--- src/rtl/dmem_port_arbiter.sv ---
// dmem_port_arbiter: shares one single-ported data memory between the fetch
// refill port (read-only) and the data-cache port (read/write). One
// transaction is in flight at a time; ties alternate round-robin.
module dmem_port_arbiter #(
  parameter int MEM_LAT = 2
) (
  input  logic        CLK,
  input  logic        RSTn,
  input  logic        I_REQ,
  input  logic [11:0] I_ADDR,
  output logic        I_ACK,
  output logic [31:0] I_RDATA,
  input  logic        D_REQ,
  input  logic        D_WE,
  input  logic [11:0] D_ADDR,
  input  logic [3:0]  D_BE,
  input  logic [31:0] D_WDATA,
  output logic        D_ACK,
  output logic [31:0] D_RDATA,
  output logic        MEM_CSN,
  output logic        MEM_WEN,
  output logic [11:0] MEM_ADDR,
  output logic [3:0]  MEM_BE,
  output logic [31:0] MEM_DOUT,
  input  logic [31:0] MEM_DI,
  output logic        BUSY
);

  typedef enum logic [1:0] {IDLE, ACCESS, DONE} state_t;

  // Counter counts remaining ACCESS cycles after the current one.
  localparam logic [2:0] CNT_LOAD = 3'(MEM_LAT - 1);

  state_t      state_q, state_d;
  logic [2:0]  cnt_q, cnt_d;
  logic [11:0] addr_q, addr_d;
  logic [3:0]  be_q, be_d;
  logic [31:0] wdata_q, wdata_d;
  logic        we_q, we_d;
  logic        winner_is_d_q, winner_is_d_d;
  logic        last_is_d_q, last_is_d_d;
  logic [31:0] i_rdata_q, i_rdata_d;
  logic [31:0] d_rdata_q, d_rdata_d;
  logic        csn_q, csn_d;
  logic        wen_q, wen_d;
  logic        i_ack_q, i_ack_d;
  logic        d_ack_q, d_ack_d;
  logic        grant_d;

  // Next-state, arbitration and registered-output decode.
  always_comb begin
    state_d       = state_q;
    cnt_d         = cnt_q;
    addr_d        = addr_q;
    be_d          = be_q;
    wdata_d       = wdata_q;
    we_d          = we_q;
    winner_is_d_d = winner_is_d_q;
    last_is_d_d   = last_is_d_q;
    i_rdata_d     = i_rdata_q;
    d_rdata_d     = d_rdata_q;
    csn_d         = csn_q;
    wen_d         = wen_q;
    i_ack_d       = 1'b0;
    d_ack_d       = 1'b0;
    // D wins when it is alone, or when both ask and I was granted last.
    grant_d       = D_REQ && (!I_REQ || !last_is_d_q);

    case (state_q)
      IDLE: begin
        if (I_REQ || D_REQ) begin
          state_d       = ACCESS;
          cnt_d         = CNT_LOAD;
          winner_is_d_d = grant_d;
          last_is_d_d   = grant_d;
          csn_d         = 1'b0;
          if (grant_d) begin
            addr_d  = D_ADDR;
            we_d    = D_WE;
            be_d    = D_WE ? D_BE : 4'hF;
            wdata_d = D_WDATA;
            wen_d   = !D_WE;
          end else begin
            addr_d  = I_ADDR;
            we_d    = 1'b0;
            be_d    = 4'hF;
            wen_d   = 1'b1;
          end
        end
      end
      ACCESS: begin
        if (cnt_q == 3'd0) begin
          state_d = DONE;
          csn_d   = 1'b1;
          wen_d   = 1'b1;
          if (winner_is_d_q) begin
            d_ack_d = 1'b1;
            if (!we_q) d_rdata_d = MEM_DI;
          end else begin
            i_ack_d   = 1'b1;
            i_rdata_d = MEM_DI;
          end
        end else begin
          cnt_d = cnt_q - 3'd1;
        end
      end
      DONE: begin
        state_d = IDLE;
      end
      default: begin
        state_d = IDLE;
        csn_d   = 1'b1;
        wen_d   = 1'b1;
      end
    endcase
  end

  // State register; reset aborts any access and drops the strobes at once.
  always_ff @(posedge CLK or negedge RSTn) begin
    if (!RSTn) begin
      state_q       <= IDLE;
      cnt_q         <= 3'd0;
      addr_q        <= 12'd0;
      be_q          <= 4'd0;
      wdata_q       <= 32'd0;
      we_q          <= 1'b0;
      winner_is_d_q <= 1'b0;
      last_is_d_q   <= 1'b0;
      i_rdata_q     <= 32'd0;
      d_rdata_q     <= 32'd0;
      csn_q         <= 1'b1;
      wen_q         <= 1'b1;
      i_ack_q       <= 1'b0;
      d_ack_q       <= 1'b0;
    end else begin
      state_q       <= state_d;
      cnt_q         <= cnt_d;
      addr_q        <= addr_d;
      be_q          <= be_d;
      wdata_q       <= wdata_d;
      we_q          <= we_d;
      winner_is_d_q <= winner_is_d_d;
      last_is_d_q   <= last_is_d_d;
      i_rdata_q     <= i_rdata_d;
      d_rdata_q     <= d_rdata_d;
      csn_q         <= csn_d;
      wen_q         <= wen_d;
      i_ack_q       <= i_ack_d;
      d_ack_q       <= d_ack_d;
    end
  end

  assign I_ACK    = i_ack_q;
  assign D_ACK    = d_ack_q;
  assign I_RDATA  = i_rdata_q;
  assign D_RDATA  = d_rdata_q;
  assign MEM_CSN  = csn_q;
  assign MEM_WEN  = wen_q;
  assign MEM_ADDR = addr_q;
  assign MEM_BE   = be_q;
  assign MEM_DOUT = wdata_q;
  assign BUSY     = (state_q != IDLE);

endmodule

--- config.mk ---
export PLATFORM = sky130hd
export DESIGN_NAME = dmem_port_arbiter
export DESIGN_NICKNAME = d
export VERILOG_FILES = /design/src/rtl/dmem_port_arbiter.sv
export SDC_FILE = /design/constraint.sdc
export NUM_CORES = 1
export LEC_CHECK = 0
export CELL_PAD_IN_SITES_DETAIL_PLACEMENT = 1
export CELL_PAD_IN_SITES_GLOBAL_PLACEMENT = 1
export CORE_AREA = 5 5 147 149
export DETAILED_ROUTE_END_ITERATION = 10
export DIE_AREA = 0 0 152 154
export PLACE_DENSITY_LB_ADDON = 0.12
export SLEW_MARGIN = 20
export SYNTH_ARGS = -nofsm -noshare
export SYNTH_HDL_FRONTEND = slang
export SYNTH_SLANG_ARGS = --single-unit
--- constraint.sdc ---
create_clock -name CLK -period 1.5 [get_ports CLK]
set_input_delay 0.225 -clock CLK [delete_from_list [all_inputs] [get_ports CLK]]
set_output_delay 0.225 -clock CLK [all_outputs]
set_load 0.02 [all_outputs]
==> impl_metrics.csv <==
group,metric,value,unit
yosys,synth.most_common_cell,"dfrtp_1",
yosys,yosys_register_bits,123,
routing,dr.pass1.iters,4,
hold_path,min_path_type,"input port to async pin",
power_and_ir_drop,p_sw_share,36.1,%
global_route,antenna_found_initial,0,
die,ioPinCount,214,
global_route,grt_pass1_vias,4305,
yosys,ys_top_cells_by_count,"dfrtp_1 (121), mux2_2 (68), mux2_4 (30), nand2_1 (27)",
clock_tree,tritoncts,"built",
critical_path,worst_setup_path_start_kind,"flip-flop",
global_route,grt_pass1_wl,25.3,mm
clock_tree,clk_latency,0.41,ns
timing,min_period,1.72,ns
timing,setup_viol,64,
die,die_h,154,um
place,postPlaceCellArea,0.00763,sq mm
clock_tree,cts.sinks,123,
timing,period_share,115,%
global_route,grt_use_met3,6.07,%
critical_path,reg2reg_setup_slack,-0.22,ns
yosys,synth.avg_cell_area,15.1,sq um
yosys,synth_cell_type_count,33,
routing,ant_nets,0,
critical_path,worstPathArrival,2.01,ns
global_route,use_met1,16.3,%
global_route,grt_usage,13.8,%
critical_path,rr_worst_depth,6,
die,fp.dieW,152,um
yosys,yosys_warnings,0,
job,cap_violations,0,
critical_path,crit_type,"flip-flop to flip-flop",
power_and_ir_drop,vdd_drop_max,0.000769,V
routing,vias,3736,
finish,antenna_cells,0,
power_and_ir_drop,p_comb_share,47.7,%
power_and_ir_drop,pwr-share-seq,29.7,%
finish,nNetsFinal,693,
yosys,syn_inst,324,
run_status,status,"complete, but fails checks",
critical_path,critical_path_required,1.79,ns
critical_path,crit_chain,"inv_2 -> ha_4 -> and4bb_4 -> nand3b_4 -> clkbuf_16 -> mux2_4",
routing,wire_per_inst,18.8,um
yosys,ys.flop_type,"dfrtp_1",
power_and_ir_drop,p_leak,3.98,nW
finish,finish.instance_area,0.00860,sq mm
die,start_util,24.5,%
global_route,top_usage_layer,"met2",
run_status,violations,"setup timing",
critical_path,worstSetupEndpointType,"flip-flop",
power_and_ir_drop,intPower,12.8,mW
yosys,synth_area,0.00490,sq mm
finish,utilization,42.9,%
critical_path,crit_end,"D_RDATA[29]",
power_and_ir_drop,power_frac_clock,22.6,%
critical_path,crit_path_max_incr_delay,0.39,ns
routing,via_per_inst,4.26,
global_route,gr-usage-met2,22.6,%
place,dp_slack,-0.351,ns
timing,maxSlewViolCount,0,
place,hpwl,11.4,mm
timing,rsz0062_at_grt,"yes",
timing,setup_ws,-0.219,ns
yosys,yosys.area.top_type,"dfrtp_1",
routing,drt_iter0_markers,97,
routing,routed_wl,16.5,mm
die,core,0.0200,sq mm
critical_path,crit_fanout,5,
timing,maxSlewHeadroom,66.5,%
clock_tree,cts_made_buffers,17,
yosys,netlist.area_leader.share,61.7,%
finish,fill_cells,2129,
timing,clock_skew,0.0105,ns
clock_tree,clk_pin_slew,0.06,ns
die,rows,52,
yosys,syn_nets,423,
yosys,ys_seq_area_share,62.8,%
critical_path,rr_endpoint,"D_RDATA[29]",
critical_path,crit_path_start,"cnt_q[1]",
timing,hold_viol,0,
place,place.gp.congestion,0.746,
critical_path,slowest_stage,"dfrtp_1",
timing,tns,-10.00,ns
global_route,grt_max_degree,32,
die,die-area,0.0234,sq mm
yosys,async_reset_ff_share,100,%
global_route,grt_overflow,0,
yosys,synth_edf_count,0,
power_and_ir_drop,power.density,2340,mW/mm^2
clock_tree,cts_buffer_depth,2,
critical_path,r2r_start,"cnt_q[1]",
routing,remaining_drc_errors,0,
power_and_ir_drop,power_switching,7.24,mW
clock_tree,cts_htree_levels,4,
timing,worst_pin_slew,0.502,ns
timing,fmax,582,MHz
yosys,synth_area_leaders,"dfrtp_1 (62%), mux2_2 (16%), mux2_4 (9.2%), nand2_1 (2.1%), a31oi_1 (1.5%)",
finish,final_layout_size_suffix_gt1_share,34.3,%
clock_tree,cts-root-buf,"clkbuf_16",
place,numPortBuffers,213,
finish,areaGrowthSynthToFinish,75.3,%
==> power by group through the flow <==
stage / Combinational, mW / Clock, mW / Sequential [mW]
6_report: 9.59 / 4.53 / 5.96
5_1_grt: 10.2 / 4.82 / 6.20
4_1_cts: 9.48 / 4.66 / 5.98
3_5_place_dp: 9.77 / 0 / 6.03
3_3_place_gp: 9.67 / 0 / 5.98
2_1_floorplan: 3.08 / 0 / 7.87
==> stage by stage <==
step                power (mW)  hold WS [ns]  std cells
floorplan                 10.9       -0.0706        324
global placement          15.6         0.224        824
detailed placement        15.8         0.237        824
CTS                       20.1         0.339        867
global route              21.2         0.354        877
finish                    20.1         0.328        877
==> how the worst min path moves through the flow <==
stage | startpoint | to | slack [ns] | depth (start not counted)
5_1_grt | RSTn | D_RDATA[24] | 0.35 | 2
3_3_place_gp | RSTn | I_RDATA[26] | 0.22 | 1
6_report | RSTn | D_RDATA[24] | 0.33 | 2
2_1_floorplan | RSTn | D_ACK | -0.07 | 0
3_5_place_dp | RSTn | I_RDATA[26] | 0.24 | 1
4_1_cts | RSTn | D_RDATA[24] | 0.34 | 2
==> kinds of logic after synthesis <==
kind of cell               synth area share (%)
AOI/OAI and AO/OA                          5.20
adders and majority gates                 0.510
buffers and inverters                      2.17
DFF                                        62.8
muxes                                      24.8
and+or+nand+nor                            4.52
==> flip-flops by register name, indices dropped and copies added, names as in the netlist, 2 cells and up <==
register  cells
D_RDATA      32
I_RDATA      32
MEM_DOUT     32
MEM_ADDR     12
MEM_BE        4
cnt_q         3
state_q       2
==> placed cells by master (no fill, tap or decap), drive strengths merged, types with 3 or more instances in the layout <==
master           n
dfrtp          121
dlygate4sd2    114
mux2            98
clkdlybuf4s50   95
buf             49
nand2           27
clkbuf          24
a21oi           12
a31oi           12
inv              6
nand2b           5
nor2             5
o22a             4
bufinv           4
o21ai            3
clkinvlp         3
clkinv           3
==> timing repair <==
item | in CTS | in global routing
resized for setup | 165 | 13
pin swaps | 1 | 5
buffers inserted | 7 | 8
endpoints found under the setup margin | 225 | 114
hold buffers | 1 | 0
gates cloned | 3 | 4
hold endpoints to repair | 23 | 0
==> area by class of cell <==
class                   count  area, sq um  share of cell area [%]
repair buffers            264         2570                    29.9
clock inverters            12          186                    2.17
multi-input cells         184         1940                    22.5
inverters                   4         15.0                   0.175
clock buffers              20          467                    5.43
flip-flops and latches    123         3080                    35.9
well taps                 270          338                    3.93
==> metal layers <==
metal | wire length, um | part of all wire, % | up-vias
met5 | 0 | 0 | -
met4 | 237 | 1.4 | 0
met3 | 1240 | 7.5 | 17
met2 | 8050 | 49 | 139
met1 | 7000 | 42 | 1889
li1 | - | - | 1691
==> critical path: cells and delay by family, from the launching register on <==
family / cells / cell delay, ns
simple gates: 2 / 0.45
mux: 1 / 0.29
flops: 1 / 0.39
fa+ha+maj: 1 / 0.16
buf+inv: 2 / 0.30
(Power assumes the default switching activity.)
